<file path="config.mk">
export PLATFORM = sky130hd
export DESIGN_NAME = uart_tx_fifo
export DESIGN_NICKNAME = d
export VERILOG_FILES = /design/src/rtl/uart_tx_fifo.sv
export SDC_FILE = /design/constraint.sdc
export NUM_CORES = 1
export LEC_CHECK = 0
export CAP_MARGIN = 20
export CORE_MARGIN = 2
export CORE_UTILIZATION = 55
export DETAILED_ROUTE_END_ITERATION = 8
export PLACE_DENSITY = 0.81
export RECOVER_POWER = 100
export SYNTH_ARGS = -nofsm -noshare
export SYNTH_HDL_FRONTEND = slang
export SYNTH_SLANG_ARGS = --single-unit
</file>
<file path="constraint.sdc">
create_clock -name clock_i -period 2.7 [get_ports clock_i]
set_input_delay 0.54 -clock clock_i [delete_from_list [all_inputs] [get_ports clock_i]]
set_output_delay 0.54 -clock clock_i [all_outputs]
set_load 0.005 [all_outputs]
</file>
<file path="src/rtl/uart_tx_fifo.sv">
// Transmit-side byte FIFO feeding a UART transmitter: buffers bus writes and
// hands them over one at a time with a single-cycle write strobe, pacing on busy.
module uart_tx_fifo #(
    parameter int DEPTH_LOG2 = 4
) (
    input  logic                  clock_i,
    input  logic                  reset_i,
    input  logic                  push_i,
    input  logic [7:0]            push_data_i,
    input  logic                  flush_i,
    output logic                  full_o,
    output logic                  empty_o,
    output logic [DEPTH_LOG2:0]   level_o,
    output logic                  overflow_o,
    output logic [7:0]            uart_data_o,
    output logic                  uart_write_o,
    input  logic                  uart_busy_i
);

    localparam int DEPTH = 1 << DEPTH_LOG2;
    localparam logic [DEPTH_LOG2:0]   CNT_ONE  = (DEPTH_LOG2+1)'(1);
    localparam logic [DEPTH_LOG2:0]   CNT_FULL = (DEPTH_LOG2+1)'(DEPTH);
    localparam logic [DEPTH_LOG2-1:0] PTR_ONE  = DEPTH_LOG2'(1);

    localparam logic [1:0] IDLE      = 2'd0;
    localparam logic [1:0] STROBE    = 2'd1;
    localparam logic [1:0] WAIT_BUSY = 2'd2;
    localparam logic [1:0] WAIT_DONE = 2'd3;

    logic [7:0]            mem [DEPTH];
    logic [DEPTH_LOG2-1:0] wr_ptr;
    logic [DEPTH_LOG2-1:0] rd_ptr;
    logic [DEPTH_LOG2:0]   count;
    logic [DEPTH_LOG2:0]   count_next;
    logic [1:0]            state;
    logic                  do_push;
    logic                  do_pop;

    // Full is judged on the pre-edge count; a flush cancels both a push and a new pop.
    assign do_push = push_i && !full_o && !flush_i;
    assign do_pop  = (state == IDLE) && !empty_o && !uart_busy_i && !flush_i;
    assign level_o = count;

    always_comb begin
        count_next = count;
        if (do_push && !do_pop)
            count_next = count + CNT_ONE;
        else if (!do_push && do_pop)
            count_next = count - CNT_ONE;
    end

    always_ff @(posedge clock_i) begin
        if (do_push)
            mem[wr_ptr] <= push_data_i;
    end

    always_ff @(posedge clock_i) begin
        if (reset_i) begin
            wr_ptr       <= '0;
            rd_ptr       <= '0;
            count        <= '0;
            full_o       <= 1'b0;
            empty_o      <= 1'b1;
            overflow_o   <= 1'b0;
            state        <= IDLE;
            uart_write_o <= 1'b0;
            uart_data_o  <= 8'h00;
        end else begin
            if (flush_i) begin
                wr_ptr     <= '0;
                rd_ptr     <= '0;
                count      <= '0;
                full_o     <= 1'b0;
                empty_o    <= 1'b1;
                overflow_o <= 1'b0;
            end else begin
                if (do_push)
                    wr_ptr <= wr_ptr + PTR_ONE;
                if (do_pop)
                    rd_ptr <= rd_ptr + PTR_ONE;
                if (push_i && full_o)
                    overflow_o <= 1'b1;
                count   <= count_next;
                full_o  <= (count_next == CNT_FULL);
                empty_o <= (count_next == '0);
            end

            // A byte already handed over keeps running through the busy handshake even across a flush.
            case (state)
                IDLE: begin
                    if (do_pop) begin
                        uart_data_o  <= mem[rd_ptr];
                        uart_write_o <= 1'b1;
                        state        <= STROBE;
                    end
                end
                STROBE: begin
                    uart_write_o <= 1'b0;
                    state        <= WAIT_BUSY;
                end
                WAIT_BUSY: begin
                    if (uart_busy_i)
                        state <= WAIT_DONE;
                end
                WAIT_DONE: begin
                    if (!uart_busy_i)
                        state <= IDLE;
                end
                default: state <= IDLE;
            endcase
        end
    end

endmodule
</file>
==> run metrics, run 1 <==
pin count of the biggest net entering global routing=36; crit path DAT=2.39 ns; initial core utilization=0.5666; Final Util=0.6693; synth unique cells=40; Final ANT Viol Nets=0; die height=110.1 um; Worst Hold Path EP=overflow_o; type of the worst setup path=primary input to flip-flop; setup bufs post-CTS=0; Pre-antenna DRT Iters=4; synthesized area=0.006196 mm^2; run status=finished clean; gr ovfl total=0; Worst Hold Class=flip-flop to flip-flop; CTS tree=built; largest cells by area after synthesis=edfxtp_1, mux4_2, dfxtp_1, ha_1, a22oi_1; first-pass GRT wire length=18,810 um; Setup Skew=0.005847 ns; #FFs+latches synth=155; row count=38; Via Count=3,417; post-route cell area=0.007320 mm^2; die area=0.01213 mm^2; Synth Flop Type=edfxtp_1; Yosys top cell area share=0.6204; Sink Count=155; Clk Latency, worst-skew pair=0.43 ns; Crit Path Max Fanout=8; most frequent cells in the layout=edfxtp_1, nor2_1, mux4_2, dfxtp_1, dlygate4sd3_1; Slew Viols, Final=0; core area=0.01094 mm^2; Post-Syn Nets=389; CTS max path bufs=2; DRC=0; Slew @ Worst Pin=0.8665 ns; CTS Buf Count=17; HPWL Detailed=7750 um; asr flop ratio synth=0; H-tree levels=4; Crit. End Element=flip-flop; Die Wd=110.1 um; setup_tns=0 ns; Post-synth EDFFs=128; capturing point of the worst reg2reg path=full_o; routed wire length=11,910 um; Hold Path Cell Cnt=2; area leader, netlist=edfxtp_1; hold_sp=overflow_o; GP Congestion=0.9399; initial antenna violation count=0; Final period util=0.8619; Max-Cap Viols=0; Worst-path clk slew=0.06 ns; PortBufs=29; worst endpoint required time=2.76 ns; sequential element share of the synthesized area=0.7076; most common cell after layout, fill and taps aside=edfxtp_1; final net count=443; Max Clk Rate=429.7 MHz; VDD IR max=0.0005278 V; Worst R2R Path Depth=7; layout cells sized above 1=0.1926; # resized after CTS=0; pwr/cell area=700.3 mW/mm^2; Post-Syn Instances=364; Slew Limit Headroom=0.4224; area grow syn2layout=18.13%; endpoints failing setup=0; Overall Global Routing Usage=0.2204; total design power=5.126 mW; vias in the first global route=3,424; mean routed wirelength per cell=20.86 um; Synth Warn #=0; R2R Setup Slk=0.48 ns; crit start category=primary input; CTS Hold Bufs=0; unrepaired setup endpoints after global routing=false; cell area after placement=0.006788 mm^2; vias per inst=5.984; CTS root buffer=clkbuf_16; worst flop-to-flop path startpoint=state[0]; P_leak=2.438 nW; final number of hold-violating endpoints=0; worst hold margin=0.4698 ns; Iter 0 DRT Violations=308; number of antenna diodes=0; I/O pin count=30; final worst path period need=2.327 ns; Avg Inst Size Synth=17.02 um^2
-- how the worst max path moves through the flow --
stage,from,to,slack [ns],depth (start not counted)
2_1_floorplan,flush_i,mem[3][0],0.51,3
3_3_place_gp,uart_busy_i,empty_o,0.26,6
3_5_place_dp,uart_busy_i,full_o,0.17,6
4_1_cts,state[0],full_o,0.52,7
5_1_grt,flush_i,mem[2][1],0.23,7
6_report,flush_i,mem[2][1],0.37,7
-- state kept, by name, indices dropped and copies added, names as in the netlist --
signal,count
mem,128
empty_o,1
overflow_o,1
uart_data_o,8
uart_write_o,1
wr_ptr,4
level_o,5
rd_ptr,4
state,2
full_o,1
-- routing by layer --
metal,vias to the layer above,GRT usage,share of wire
met5,-,0,0
met4,0,0.09554,0.014
met3,18,0.06761,0.062
met2,114,0.3488,0.51
met1,1752,0.2851,0.42
li1,1533,-,-
-- through the flow --
step	setup WS [ns]	cells
final	0.3728	571
after global placement	0.2614	539
after detailed placement	0.1730	539
after floorplan	0.5095	364
after global routing	0.2348	571
after CTS	0.5243	571
-- logic make-up after synthesis --
group / synth area share
AOI/OAI and AO/OA: 0.04665
xor gates and xnor gates: 0.01535
adders and majority gates: 0.02423
buffers and inverters: 0.01716
DFF: 0.7076
muxes: 0.1195
and+or+nand+nor: 0.06947
-- worst max-delay path: stages --
cell             delay (ns)
clkdlybuf4s50_1        0.41
clkbuf_1               0.20
nor3b_1                0.24
clkbuf_1               0.25
nand2_1                0.17
nor3_1                 0.16
clkbuf_1               0.42
-- power by group --
group	switching [mW]	leakage (nW)	internal (mW)
combinational	0.119	0.779	0.0809
clock	0.945	0.287	1.36
sequential	0.0161	1.37	2.61
-- layout make-up --
class | instances | area (um^2)
Clock buffer | 17 | 425.4
Clock inverter | 15 | 150.1
Fill cell | 717 | 3616
Inverter | 7 | 26.28
Multi-Input combinational cell | 184 | 1699
Sequential cell | 155 | 4385
Tap cell | 140 | 175.2
Timing Repair Buffer | 53 | 457.9
-- Yosys cell counts, types with 2 or more instances --
cell type and n:
nand2b_1 3, nand3_1 4, xnor2_1 4, nand4_1 2, nand2_1 14, nor3b_1 3, a211oi_1 2, clkbuf_1 9
ha_1 12, and2_1 2, a22oi_1 17, nor2_1 34, dfxtp_1 27, mux4_2 32, inv_1 7, nand4b_1 2
and3_1 2, nor3_1 7, buf_1 4, mux2i_1 2, a21oi_1 21, xor2_1 5, buf_2 4, edfxtp_1 128
nor2b_1 2
No activity file was read; power rests on OpenSTA's default activity.
==> run 2: changes to the inputs <==
Settings changed: ABC_CLOCK_PERIOD_IN_PS set to 2700, SKIP_CTS_REPAIR_TIMING set to 1.
==> results of run 2 <==
No change in the layout: final DEF, timing and power equal those of run 1.
==> run 3: changes to the inputs <==
Settings changed: ABC_CLOCK_PERIOD_IN_PS 2700 to 2000, CORE_UTILIZATION 55 to 54, PLACE_DENSITY 0.81 to 0.82.
Clock period 2.7 ns to 2 ns, I/O delays scaled along.
==> run 3 against run 2 <==
Net effect:
- non-clock buffer count up 13
- clock power grew 35%
- final area increased by 2.9%
- first-iteration DRC count is 23% higher
- count of clock-buffer cells in the layout is 2 higher
- flip-flop and latch count stayed put
- critical path depth stayed put
- clock skew rose by 0.0016 ns
- via count is 2.9% higher
- cell count is 2.8% higher
- routed wire length is 7.7% higher
- critical endpoint is now full_o
==> run metrics, run 3 (synthesized netlist as in run 1, its figures left out) <==
most common cell after layout, fill and taps aside=edfxtp_1; H-tree levels=4; crit start category=flip-flop; initial core utilization=0.5473; worst hold margin=0.4865 ns; Pre-antenna DRT Iters=5; Die Wd=111.1 um; HPWL Detailed=8103 um; CTS max path bufs=2; PortBufs=29; Largest register FFs=128; core area=0.01132 mm^2; routed wire length=12,820 um; type of the worst setup path=flip-flop to flip-flop; Worst-path clk slew=0.06 ns; die height=111.1 um; Overall Global Routing Usage=0.2198; CTS tree=built; Via Count=3,516; final net count=456; first-pass GRT wire length=20,240 um; R2R Setup Slk=0.08 ns; GP Congestion=0.8463; Worst path max stage delay=0.52 ns; pre-CTS setup slack=-0.4197 ns; Top delay family on crit path=simple AND/OR/NAND/NOR gates; row count=39; CTS root buffer=clkbuf_16; Max Clk Rate=521.8 MHz; I/O pin count=30; Max-Cap Viols=0; filler cell count=747; mean routed wirelength per cell=21.85 um; Setup Skew=0.007425 ns; Final Util=0.6652; post-route cell area=0.007531 mm^2; capturing point of the worst reg2reg path=full_o; crit path DAT=2.24 ns; Slew Limit Headroom=0.4028; final worst slack=0.08343 ns; run status=finished clean; Final period util=0.9583; Slew Viols, Final=0; Top reg by flops=mem; area grow syn2layout=21.55%; die area=0.01235 mm^2; Clk Latency, worst-skew pair=0.41 ns; placed cells=555; initial antenna violation count=0; CP startpoint=state[1]; Worst R2R Path Depth=7; endpoints failing setup=0; Cell Chain, Critical Path=inv_2 -> ha_4 -> or4b_4 -> nor2_8 -> a22oi_1 -> xnor2_2 -> nor4_2; VDD IR max=0.0006052 V; pin count of the biggest net entering global routing=36; DRC=0; WP depth=7; Worst Hold Class=flip-flop to flip-flop; Crit Path Max Fanout=5; most frequent cells in the layout=edfxtp_1, buf_4, nor2_1, mux4_2, dfxtp_1; crit path capture=full_o; layout cells sized above 1=0.2590; final number of hold-violating endpoints=0; number of antenna diodes=0; P_leak=2.511 nW; vias per inst=5.990; Slew @ Worst Pin=0.8958 ns; Crit. End Element=flip-flop; CTS Buf Count=17; vias in the first global route=3,646; worst endpoint required time=2.32 ns; fin cells=587; Crit-path slowest cell=or4b_4; cell area after placement=0.006909 mm^2; gr ovfl total=0; Sink Count=155; worst flop-to-flop path startpoint=state[1]; CP Buf/Inv Count=1; Final ANT Viol Nets=0; final worst path period need=1.917 ns; Iter 0 DRT Violations=379; pwr/cell area=927.7 mW/mm^2
## run 3: tightest hold or removal path, stage by stage, from the launching register on
cell and delay [ns]:
dfxtp_1 0.33, a21oi_1 0.06, nor2_1 0.07
## run 3: how the worst min path moves through the flow
stage          slack, ns  cells after the start              to            from
2_1_floorplan       0.46                      2      overflow_o      overflow_o
3_3_place_gp        0.45                      2      overflow_o      overflow_o
3_5_place_dp        0.48                      2      overflow_o      overflow_o
4_1_cts             0.49                      2  uart_data_o[0]  uart_data_o[0]
5_1_grt             0.53                      2  uart_data_o[0]  uart_data_o[0]
6_report            0.49                      2  uart_data_o[0]  uart_data_o[0]
## run 3: final cells by class
class	instances	area (um^2)	share of cell area
Timing Repair Buffer	66	593.1	0.07875
Clock inverter	13	142.6	0.01894
Clock buffer	19	432.9	0.05748
Sequential cell	155	4385	0.5823
Tap cell	143	178.9	0.02376
Multi-Input combinational cell	184	1772	0.2353
Inverter	7	26.28	0.003489
## run 3: metal layers
metal,GRT usage,routed length (um),up-vias
li1,-,-,1562
met4,0.08313,257,0
met5,0,0,-
met3,0.05741,654,28
met2,0.3542,6507,119
met1,0.2919,5404,1807
## run 3: metrics by stage
step	setup TNS, ns	power [mW]
2_1_floorplan	0	3.757
3_3_place_gp	-14.60	3.884
3_5_place_dp	-15.99	3.906
4_1_cts	-0.6640	6.987
5_1_grt	-0.00007039	7.214
6_report	0	6.986
## run 3: power by group
group | switching [mW] | leakage, nW | internal [mW]
Clock | 1.26 | 0.274 | 1.85
Sequential | 0.0246 | 1.37 | 3.52
Combinational | 0.179 | 0.865 | 0.153
